===== src/rtl/odd_parity_serial_tx.sv =====
// ---------------------------------------------------------------------------
// odd_parity_serial_tx
//
// Purpose
//   Serialises a DATA_W-bit payload and its externally computed odd-parity bit
//   into an asynchronous frame: start(0), D0..D(DATA_W-1) LSB first, parity,
//   stop(1). Each serial bit is held for CLKS_PER_BIT clock cycles. The parity
//   bit is sent exactly as supplied; it is never recomputed here.
//
// Ports
//   clk          in   1       single clock, all state changes on posedge
//   rst          in   1       synchronous, active-high reset
//   data_in      in   DATA_W  payload, sampled on accept
//   parity_in    in   1       odd-parity bit for data_in, sampled on accept
//   valid_in     in   1       upstream has a byte to send
//   ready_out    out  1       block can accept a byte (high only in IDLE)
//   tx           out  1       serial line, idle high, registered
//   busy         out  1       a frame is in progress (state != IDLE)
//   done         out  1       one-cycle pulse on the last cycle of the stop bit
//   dbg_state_o  out  3       current FSM state, for observation only
//
// Handshake
//   A byte is accepted on a rising clk edge where valid_in && ready_out.
//   ready_out depends only on registered state, never on valid_in. valid_in
//   while ready_out is low is ignored and nothing is latched, so upstream must
//   hold valid_in and its data until the accepting edge.
// ---------------------------------------------------------------------------
module odd_parity_serial_tx #(
    parameter int CLKS_PER_BIT = 16,
    parameter int DATA_W       = 8
) (
    input  logic              clk,
    input  logic              rst,
    input  logic [DATA_W-1:0] data_in,
    input  logic              parity_in,
    input  logic              valid_in,
    output logic              ready_out,
    output logic              tx,
    output logic              busy,
    output logic              done,
    output logic [2:0]        dbg_state_o
);

    localparam int BAUD_W = $clog2(CLKS_PER_BIT);
    localparam int BIT_W  = (DATA_W > 1) ? $clog2(DATA_W) : 1;

    localparam logic [BAUD_W-1:0] BAUD_LAST = BAUD_W'(CLKS_PER_BIT - 1);
    localparam logic [BAUD_W-1:0] BAUD_PRE  = BAUD_W'(CLKS_PER_BIT - 2);
    localparam logic [BIT_W-1:0]  BIT_LAST  = BIT_W'(DATA_W - 1);

    typedef enum logic [2:0] {
        S_IDLE   = 3'd0,
        S_START  = 3'd1,
        S_DATA   = 3'd2,
        S_PARITY = 3'd3,
        S_STOP   = 3'd4
    } state_t;

    state_t              state_q, state_d;
    logic [BAUD_W-1:0]   baud_q,  baud_d;
    logic [BIT_W-1:0]    bit_q,   bit_d;
    logic [DATA_W-1:0]   shift_q, shift_d;
    logic                par_q,   par_d;
    logic                tx_q,    tx_d;
    logic                done_q,  done_d;

    logic                bit_end;
    logic                accept;

    assign ready_out   = (state_q == S_IDLE);
    assign busy        = (state_q != S_IDLE);
    assign accept      = valid_in && ready_out;
    assign bit_end     = (baud_q == BAUD_LAST);
    assign tx          = tx_q;
    assign done        = done_q;
    assign dbg_state_o = state_q;

    always_comb begin
        state_d = state_q;
        baud_d  = baud_q;
        bit_d   = bit_q;
        shift_d = shift_q;
        par_d   = par_q;
        done_d  = 1'b0;
        tx_d    = 1'b1;

        // Baud counter idles at 0 and wraps at every bit boundary.
        if (state_q == S_IDLE || bit_end) begin
            baud_d = '0;
        end else begin
            baud_d = baud_q + BAUD_W'(1);
        end

        case (state_q)
            S_IDLE: begin
                if (accept) begin
                    shift_d = data_in;
                    par_d   = parity_in;
                    state_d = S_START;
                end
            end
            S_START: begin
                if (bit_end) begin
                    bit_d   = '0;
                    state_d = S_DATA;
                end
            end
            S_DATA: begin
                if (bit_end) begin
                    shift_d = shift_q >> 1;
                    if (bit_q == BIT_LAST) begin
                        bit_d   = '0;
                        state_d = S_PARITY;
                    end else begin
                        bit_d = bit_q + BIT_W'(1);
                    end
                end
            end
            S_PARITY: begin
                if (bit_end) begin
                    state_d = S_STOP;
                end
            end
            S_STOP: begin
                // done is registered, so it is raised one cycle early to
                // coincide with the last cycle of the stop bit.
                if (baud_q == BAUD_PRE) begin
                    done_d = 1'b1;
                end
                if (bit_end) begin
                    state_d = S_IDLE;
                end
            end
            default: begin
                state_d = S_IDLE;
            end
        endcase

        // tx is registered from the next state so the line level changes on
        // the same edge as the state, with no input-to-tx combinational path.
        case (state_d)
            S_START:  tx_d = 1'b0;
            S_DATA:   tx_d = shift_d[0];
            S_PARITY: tx_d = par_d;
            default:  tx_d = 1'b1;
        endcase
    end

    always_ff @(posedge clk) begin
        if (rst) begin
            state_q <= S_IDLE;
            baud_q  <= '0;
            bit_q   <= '0;
            shift_q <= '0;
            par_q   <= 1'b0;
            tx_q    <= 1'b1;
            done_q  <= 1'b0;
        end else begin
            state_q <= state_d;
            baud_q  <= baud_d;
            bit_q   <= bit_d;
            shift_q <= shift_d;
            par_q   <= par_d;
            tx_q    <= tx_d;
            done_q  <= done_d;
        end
    end

endmodule

===== config.mk =====
export PLATFORM = sky130hd
export DESIGN_NAME = odd_parity_serial_tx
export DESIGN_NICKNAME = d
export VERILOG_FILES = /design/src/rtl/odd_parity_serial_tx.sv
export SDC_FILE = /design/constraint.sdc
export NUM_CORES = 1
export LEC_CHECK = 0
export ABC_AREA = 1
export CELL_PAD_IN_SITES_DETAIL_PLACEMENT = 1
export CELL_PAD_IN_SITES_GLOBAL_PLACEMENT = 1
export CORE_MARGIN = 2
export CORE_UTILIZATION = 25
export DETAILED_ROUTE_END_ITERATION = 8
export PLACE_DENSITY = 0.64
export SYNTH_ARGS = -nofsm -noshare
export SYNTH_HDL_FRONTEND = slang
export SYNTH_SLANG_ARGS = --single-unit

===== constraint.sdc =====
create_clock -name clk -period 1.3 [get_ports clk]
set_input_delay 0.26 -clock clk [delete_from_list [all_inputs] [get_ports clk]]
set_output_delay 0.26 -clock clk [all_outputs]
set_load 0.02 [all_outputs]

==> out/results.tsv <==
stage	metric	value	unit
logic_synthesis	synthesized area per cell	7.48	sq um
worst_setup_path	CP arrival	1440	ps
cts	CTS Sinks	21	
cts	root buf cell	clkbuf_8	
cts	TritonCTS clock tree	built	
timing	Worst Clk Skew	2.70	ps
power	Worst VDD drop	0.379	mV
floorplanning	row count	23	
worst_setup_path	Required @ worst endpoint	1450	ps
cts	CTS Buf Count	3	
global_routing	Total GRT Usage	14.3	%
final_layout	layout cells sized above 1	36.2	%
final_layout	# nets final	194	
worst_setup_path	critical setup path kind	reg2reg	
timing	minimum clock period after layout	1290	ps
timing	TNS Setup	0	ps
logic_synthesis	Synth cell types	24	
power	cell internal pwr	990	uW
run_status	outcome	finished, final reports clean	
final_layout	most frequent cells in the layout	nand2_1 (35), buf_4 (16), dfxtp_1 (15)	
floorplanning	DIE AREA	0.00459	sq mm
global_routing	vias in the first global route	1098	
logic_synthesis	Mapped Area	0.00102	sq mm
timing	count of final hold-check violations	0	
logic_synthesis	FF+latch count, synth	21	
final_layout	most common cell after layout, fill and taps aside	nand2_1	
power	Sw Pwr	344	uW
timing	fin crit share	99.6	%
worst_setup_path	crit-path max FO	4	
global_routing	first-pass GRT wire length	4.88	mm
power	Clk network pwr share	32.1	%
power	switch share	25.8	%
global_routing	pin count of the biggest net entering global routing	13	
global_routing	GR Overflow Total	0	
route	Routed Antenna Nets	0	
timing	Slew Limit Fails	0	
power	Seq pwr share	51.3	%
floorplanning	Die X	67.8	microns
floorplanning	height of the die	67.8	microns
route	routed wire length	2.94	mm
placed_design	hpwl dp	2.20	mm
power	Gate power share	16.6	%
route	1st-iter DRT viols	27	
cts	CTS H-tree lvls	1	
timing	FMAX	772	MHz
floorplanning	io pins	19	
timing	RSZ-0062 raised after global routing	true	
route	number of remaining DRC errors	0	
floorplanning	Core Area	0.00397	sq mm
route	Pre-antenna DRT Iters	4	
cts	clock buffer depth	2	
placed_design	I/O Buffers	18	
final_layout	Final Non-Filler Cells	227	
flow_run	max cap viols	0	
cts	CTS clk-pin slew, worst paths	70	ps
placed_design	DP Cell Count	217	
final_layout	Layout area overhead	52.3	%
placed_design	RePlAce Congestion	0.837	
route	routed len/inst	13.0	microns
worst_setup_path	CP Capture Type	register	
power	Design Power	1330	uW
power	PwrDens	861	mW/mm^2
logic_synthesis	Ys Warns	0	
route	routed via count	1055	
hold_path	Worst Hold Class	reg2reg	
power	Leak	0.000667	uW
logic_synthesis	sequential fraction of the synthesis area	41.3	%
global_routing	initial antenna violation count	0	
final_layout	Layout Utilization	39.0	%
timing	Setup Viol. Count Final	0	
timing	worst-margin pin slew	233	ps
final_layout	Ant. Diodes	0	
logic_synthesis	Gate Count Post-Synth	136	
route	vias per inst	4.65	
floorplanning	Initial Util	25.6	%
worst_setup_path	Startpoint Class	register	
cts	clk_lat worst skew	260	ps
logic_synthesis	Syn Nets	152	
timing	Relative slew margins	84.3	%
synthesized netlist by cell type, drive strengths merged:
master,count,area share (%)
nor2,16,9.0
clkbuf,1,0.37
o21ai,4,2.3
ha,4,4.9
nand3,13,8.1
inv,15,5.8
clkinv,1,0.49
a21oi,8,3.9
xnor2,1,0.86
dfxtp,21,41
xor2,1,0.86
nand2,42,17
a31oi,7,4.3
nor3,2,0.98
logic make-up after synthesis:
kind of cell,synth area share (%)
AND/OR/NAND/NOR,34.8
flip-flops,41.3
AO/OA/AOI/OAI,10.6
buffers and inverters,6.64
adder cells (fa/ha/maj),4.92
XOR/XNOR,1.72
power groups by stage:
stage	clock, uW	sequential (uW)	combinational (uW)
5_1_grt	477	687	246
4_1_cts	445	685	207
3_5_place_dp	0	698	208
6_report	428	685	221
3_3_place_gp	0	697	199
2_1_floorplan	0	705	92.7
path summary, 6_finish.rpt:
check             slack, ps        from  depth (start not counted)         end
hold / removal          470  shift_q[7]                          2  shift_q[7]
setup / recovery          5   baud_q[1]                          8          tx
setup reg to reg          5   baud_q[1]                          8          tx
hold reg to reg         470  shift_q[7]                          2  shift_q[7]
per-stage QoR:
stage | setup WS, ps | instance area [sq um] | hold WS (ps)
after floorplan | 3.27 | 1020 | 329
after global placement | -124 | 1370 | 448
after detailed placement | -263 | 1370 | 460
after CTS | 0.620 | 1470 | 472
after global routing | -92.8 | 1550 | 495
final | 5.32 | 1550 | 471
what timing repair did:
action                                  CTS  global route
pin swaps                                 5            10
gates resized for setup                  29            23
endpoints found under the setup margin   15            14
hold buffers                              0             0
buffers inserted                          2             3
cloned                                    1             0
flip-flops by register name, indices dropped and copies added (netlist names):
signal and flops:
baud_q 4, tx 1, bit_q 3, shift_q 8, dbg_state_o 3, done 1
par_q 1
final cells by class:
type	instances	area (sq um)
tap	50	62.6
fill	492	2420
timing repair buffer	37	313
clock buffer	4	45.0
sequential	21	428
multi-input combinational	99	637
inverter	16	63.8
per-layer routing:
layer | GRT usage [%] | part of all wire (%) | up-vias
met3 | 4.17 | 3.3 | 4
met4 | 2.25 | 0.85 | 0
met2 | 26.6 | 55 | 15
met5 | 0 | 0 | -
met1 | 16.4 | 41 | 510
li1 | - | - | 526
critical path: stages (launching register included):
cell	delay [ps]
dfxtp_2	340
ha_4	170
nand3_4	110
buf_6	140
nand3_2	90
nand3_4	110
nand2_2	70
nand2_1	80
nand3_1	80
Power figures use the tool's default switching activity.
